File: src/rtl/loader_pkg.sv
// Shared types and widths for the boot-time program loader.
// The state set is shared by the loader FSM and its byte-acceptance decode.
package loader_pkg;

    localparam int BYTE_WIDTH = 8;
    localparam int WORD_WIDTH = 32;
    localparam int CNT_WIDTH  = 16;

    typedef enum logic [2:0] {
        IDLE,
        LEN_HI,
        LEN_LO,
        DATA,
        CHECK,
        DONE,
        ERROR
    } state_t;

    // Bytes are taken from the stream only while a frame is being parsed.
    function automatic logic accepts_bytes(input state_t s);
        return (s == LEN_HI) || (s == LEN_LO) || (s == DATA) || (s == CHECK);
    endfunction

endpackage

File: src/rtl/byte_to_word_assembler.sv
// Packs four consecutive stream bytes into one big-endian 32-bit word.
// word_valid and word are combinational and valid on the cycle the 4th byte is taken.
module byte_to_word_assembler
    import loader_pkg::*;
(
    input  logic                  clk,
    input  logic                  rst,
    input  logic                  clear,
    input  logic                  byte_en,
    input  logic [BYTE_WIDTH-1:0] byte_in,
    output logic                  word_valid,
    output logic [WORD_WIDTH-1:0] word
);

    logic [1:0]            byte_cnt;
    logic [WORD_WIDTH-1:0] shift_reg;

    // NOTE: sequential state uses non-blocking assignments so every register
    // samples pre-edge values, independent of block ordering.
    always_ff @(posedge clk or posedge rst) begin
        if (rst) begin
            byte_cnt  <= '0;
            shift_reg <= '0;
        end else if (clear) begin
            byte_cnt  <= '0;
            shift_reg <= '0;
        end else if (byte_en) begin
            byte_cnt  <= byte_cnt + 2'd1;
            shift_reg <= {shift_reg[WORD_WIDTH-BYTE_WIDTH-1:0], byte_in};
        end
    end

    assign word_valid = byte_en && (byte_cnt == 2'd3);
    assign word       = {shift_reg[WORD_WIDTH-BYTE_WIDTH-1:0], byte_in};

endmodule

File: src/rtl/program_loader.sv
// Boot loader: parses a length-prefixed byte frame, writes words to instruction
// memory from address 0, verifies an XOR checksum and then releases cpu_reset.
module program_loader
    import loader_pkg::*;
#(
    parameter int ADDR_WIDTH = 8
) (
    input  logic                  CLK,
    input  logic                  RESET,
    input  logic                  start,
    input  logic [BYTE_WIDTH-1:0] byte_data,
    input  logic                  byte_valid,
    output logic                  byte_ready,
    output logic                  imem_we,
    output logic [ADDR_WIDTH-1:0] imem_addr,
    output logic [WORD_WIDTH-1:0] imem_wdata,
    output logic                  cpu_reset,
    output logic                  load_done,
    output logic                  load_error,
    output logic [ADDR_WIDTH:0]   words_loaded
);

    localparam logic [CNT_WIDTH:0] CAPACITY = (CNT_WIDTH + 1)'(1) << ADDR_WIDTH;

    state_t                state;
    logic [BYTE_WIDTH-1:0] len_hi;
    logic [BYTE_WIDTH-1:0] csum;
    logic [CNT_WIDTH-1:0]  words_left;
    logic [CNT_WIDTH-1:0]  frame_len;
    logic                  accept;
    logic                  asm_en;
    logic                  asm_clear;
    logic                  word_valid;
    logic [WORD_WIDTH-1:0] word;

    assign byte_ready = accepts_bytes(state);
    assign accept     = byte_valid && byte_ready;
    assign asm_en     = accept && (state == DATA);
    assign asm_clear  = start && ((state == IDLE) || (state == DONE) || (state == ERROR));
    assign frame_len  = {len_hi, byte_data};

    byte_to_word_assembler u_assembler (
        .clk        (CLK),
        .rst        (RESET),
        .clear      (asm_clear),
        .byte_en    (asm_en),
        .byte_in    (byte_data),
        .word_valid (word_valid),
        .word       (word)
    );

    always_ff @(posedge CLK or posedge RESET) begin
        if (RESET) begin
            state        <= IDLE;
            len_hi       <= '0;
            csum         <= '0;
            words_left   <= '0;
            imem_we      <= 1'b0;
            imem_addr    <= '0;
            imem_wdata   <= '0;
            cpu_reset    <= 1'b1;
            load_done    <= 1'b0;
            load_error   <= 1'b0;
            words_loaded <= '0;
        end else begin
            // The write pulse follows the 4th byte; the address advances once it retires.
            imem_we <= word_valid;
            if (word_valid) begin
                imem_wdata <= word;
            end
            if (imem_we) begin
                imem_addr    <= imem_addr + ADDR_WIDTH'(1);
                words_loaded <= words_loaded + (ADDR_WIDTH + 1)'(1);
            end

            case (state)
                IDLE, DONE, ERROR: begin
                    if (start) begin
                        state        <= LEN_HI;
                        csum         <= '0;
                        imem_addr    <= '0;
                        words_loaded <= '0;
                        load_done    <= 1'b0;
                        load_error   <= 1'b0;
                        cpu_reset    <= 1'b1;
                    end
                end
                LEN_HI: begin
                    if (accept) begin
                        len_hi <= byte_data;
                        state  <= LEN_LO;
                    end
                end
                LEN_LO: begin
                    if (accept) begin
                        words_left <= frame_len;
                        if ({1'b0, frame_len} > CAPACITY) begin
                            state      <= ERROR;
                            load_error <= 1'b1;
                        end else if (frame_len == '0) begin
                            state <= CHECK;
                        end else begin
                            state <= DATA;
                        end
                    end
                end
                DATA: begin
                    if (accept) begin
                        csum <= csum ^ byte_data;
                        if (word_valid) begin
                            words_left <= words_left - CNT_WIDTH'(1);
                            // Leave DATA as the last word completes so the very next byte is the checksum.
                            if (words_left == CNT_WIDTH'(1)) begin
                                state <= CHECK;
                            end
                        end
                    end
                end
                CHECK: begin
                    if (accept) begin
                        if (byte_data == csum) begin
                            state     <= DONE;
                            load_done <= 1'b1;
                            cpu_reset <= 1'b0;
                        end else begin
                            state      <= ERROR;
                            load_error <= 1'b1;
                        end
                    end
                end
                default: state <= IDLE;
            endcase
        end
    end

endmodule

File: config.mk
export PLATFORM = sky130hd
export DESIGN_NAME = program_loader
export DESIGN_NICKNAME = d
export VERILOG_FILES = /design/src/rtl/loader_pkg.sv /design/src/rtl/byte_to_word_assembler.sv /design/src/rtl/program_loader.sv
export SDC_FILE = /design/constraint.sdc
export NUM_CORES = 1
export LEC_CHECK = 0
export ABC_AREA = 1
export CORE_MARGIN = 1.5
export CORE_UTILIZATION = 51
export CTS_CLUSTER_DIAMETER = 60
export DETAILED_ROUTE_END_ITERATION = 10
export HOLD_SLACK_MARGIN = 0.08
export PLACE_DENSITY = 0.74
export SLEW_MARGIN = 30
export SYNTH_ARGS = -nofsm -noshare
export SYNTH_HDL_FRONTEND = slang
export SYNTH_SLANG_ARGS = --single-unit
File: constraint.sdc
create_clock -name CLK -period 4.17 [get_ports CLK]
set_clock_uncertainty 0.15 [all_clocks]
set_input_delay 0.417 -clock CLK [delete_from_list [all_inputs] [get_ports CLK]]
set_output_delay 0.417 -clock CLK [all_outputs]
set_load 0.005 [all_outputs]
==> impl_metrics.tcl <==
set metrics [dict create \
    clk_latency_ps 520 \
    critical-path-top-delay-family "flip-flops" \
    synth_ff_type "dfrtp_1" \
    critPathRequiredTime_ps 3600 \
    h-tree-depth 4 \
    cts_hold_buffers 0 \
    cts_tree "built" \
    rsz0062_at_grt "false" \
    clk_pin_slew_ps 50 \
    rows 37 \
    overflow 0 \
    nets 735 \
    post_cts_resized 0 \
    r2r_cells 7 \
    cts.sinks 114 \
    cts_made_buffers 17 \
    syn2layout_area_growth_pct 23.6 \
    cp.depth 4 \
    synth_area_leaders "dfrtp_1 (52%), nand2_1 (14%), nor2_1 (4.5%)" \
    largest_reg_flops 32 \
    routed_wl_um 12400 \
    hold_viol 0 \
    cp_slowest_cell "dfrtp_1" \
    hold_ws_ps 215 \
    clock_path_buffers 2 \
    syn_nets 672 \
    die_width_um 106 \
    num_vias 4534 \
    grt_util_all_layers 0.238 \
    max_freq_mhz 394 \
    start_util 0.527 \
    synth_area_leader_cell "dfrtp_1" \
    drc 0 \
    dieArea_um2 11300 \
    cp_cell_sequence "nor2_1 -> nand2_1 -> nand2_1 -> clkdlybuf4s50_1" \
    path_max_fanout 8 \
    fin_crit_sh 0.609 \
    yosysUniqueCellTypes 37 \
    wire_per_inst_um 14.3 \
    synth-seq-area-share 0.524 \
    die_h_um 106 \
    num_antenna_cells 0 \
    slew_violations 0 \
    gp_congestion 0.855 \
    maxCapViolCount 0 \
    crit_buf_inv 1 \
    leakagePower_nw 3.37 \
    synth.most_common_cell "nand2_1" \
    r2r_slack_ps 1680 \
    synth_top_cell_area_share 0.519 \
    coreArea_um2 10300 \
    ys_async_sr_fraction 1.00 \
    worstMarginPinSlew_ps 860 \
    start_kind "register" \
    critPathMaxStageDelay_ps 510 \
    port_buffers 65 \
    antenna_left 0 \
    grt_max_degree 73 \
    netlist_area_um2 5450 \
    endpoint_kind "output port" \
    worst_ep_arrival_time_ps 1970 \
    finalSetupTns_ps 0 \
    syn_area_per_cell_um2 8.31 \
    crit_top_cell "nand2_1" \
    grt_pass1_vias 4544 \
    first_iter_violations 258 \
    finalSetupViolCount 0 \
    cts_setup_buffers 0 \
    via_per_inst 5.24 \
    detailed_place_hpwl_um 8370 \
    p_per_area_nw_per_um2 591 \
    min_path_type "input port to async pin" \
    synth-seq-cells 114 \
    antenna_found_initial 0 \
    synth_common_cells "nand2_1 (202), dfrtp_1 (113), nor2_1 (65)" \
    netlist_instances 655 \
    ys_warn_count 0 \
    relSlewSlack 0.426 \
    io_pins 66 \
    finalWorstPathRequiredPeriod_ps 2540 \
    drive_gt1_frac 0.0823 \
    path_class "register to output port" \
    status "completed" \
    synth-edff-count 0 \
    cts-root-buf "clkbuf_8" \
    drtPass1Iterations 5 \
    irDropWorstVdd_mv 0.265 \
    grt_pass1_wl_um 21200 \
]
layer usage:
| metal | track usage | routed length [µm] | vias to the layer above |
|---|---|---|---|
| met2 | 0.372 | 5930 | 131 |
| met3 | 0.0552 | 581 | 15 |
| met1 | 0.327 | 5750 | 2160 |
| met5 | 0 | 0 | - |
| li1 | - | - | 2228 |
| met4 | 0.0792 | 136 | 0 |
report_power, final:
part / leakage [nW] / switching [mW] / internal, mW
sequential: 1.54 / 0.221 / 1.33
combinational: 1.56 / 0.695 / 0.374
clock: 0.268 / 0.470 / 0.888
cells in the final DEF, fill, tap and decap left out, types with 8 or more instances in the layout:
cell type / Yosys / routed
clkdlybuf4s50_1: 0 / 65
a22oi_2: 8 / 8
inv_2: 10 / 10
a22oi_1: 18 / 18
clkbuf_16: 0 / 16
nand4_1: 10 / 10
nand2_1: 202 / 202
a21oi_1: 15 / 15
nand3_1: 22 / 22
o21ai_1: 15 / 15
o21ai_0: 41 / 41
dfrtp_1: 113 / 113
nor2_1: 65 / 65
inv_1: 64 / 63
final cells by class:
class / count / area [µm²]
Clock buffer: 25 / 474
Clock inverter: 5 / 77.6
Sequential cell: 114 / 2850
Timing Repair Buffer: 68 / 686
Inverter: 75 / 289
Multi-Input combinational cell: 442 / 2180
Fill cell: 830 / 3590
Tap cell: 136 / 170
logic make-up after synthesis:
group / Yosys count / share of synthesized area
AOI/OAI and AO/OA: 109 / 0.126
xor gates and xnor gates: 12 / 0.0193
adders and majority gates: 5 / 0.0115
buffers and inverters: 99 / 0.0767
DFF: 114 / 0.524
and+or+nand+nor: 316 / 0.243
through the flow:
stage | power, mW | area, µm² | instances | setup WS (ps) | util
6_report | 3.98 | 6730 | 865 | 1630 | 0.652
5_1_grt | 4.23 | 6730 | 865 | 1440 | 0.652
4_1_cts | 3.98 | 6720 | 865 | 1640 | 0.651
3_5_place_dp | 2.61 | 6170 | 835 | 1460 | 0.598
3_3_place_gp | 2.57 | 6170 | 835 | 1540 | 0.598
2_1_floorplan | 2.36 | 5450 | 655 | 589 | -
final timing paths:
path                                       start                          to
max in group asynchronous                  RESET        state[1]$_DFFE_PP0P_
setup / recovery            state[1]$_DFFE_PP0P_                  byte_ready
hold / removal                             RESET   imem_wdata[5]$_DFFE_PP0P_
min in group CLK           cpu_reset$_DFFE_PP1P_       cpu_reset$_DFFE_PP1P_
setup reg to reg            state[0]$_DFFE_PP0P_  imem_wdata[10]$_DFFE_PP0P_
hold reg to reg            cpu_reset$_DFFE_PP1P_       cpu_reset$_DFFE_PP1P_
Note: power is estimated with default switching activity, not from simulation.
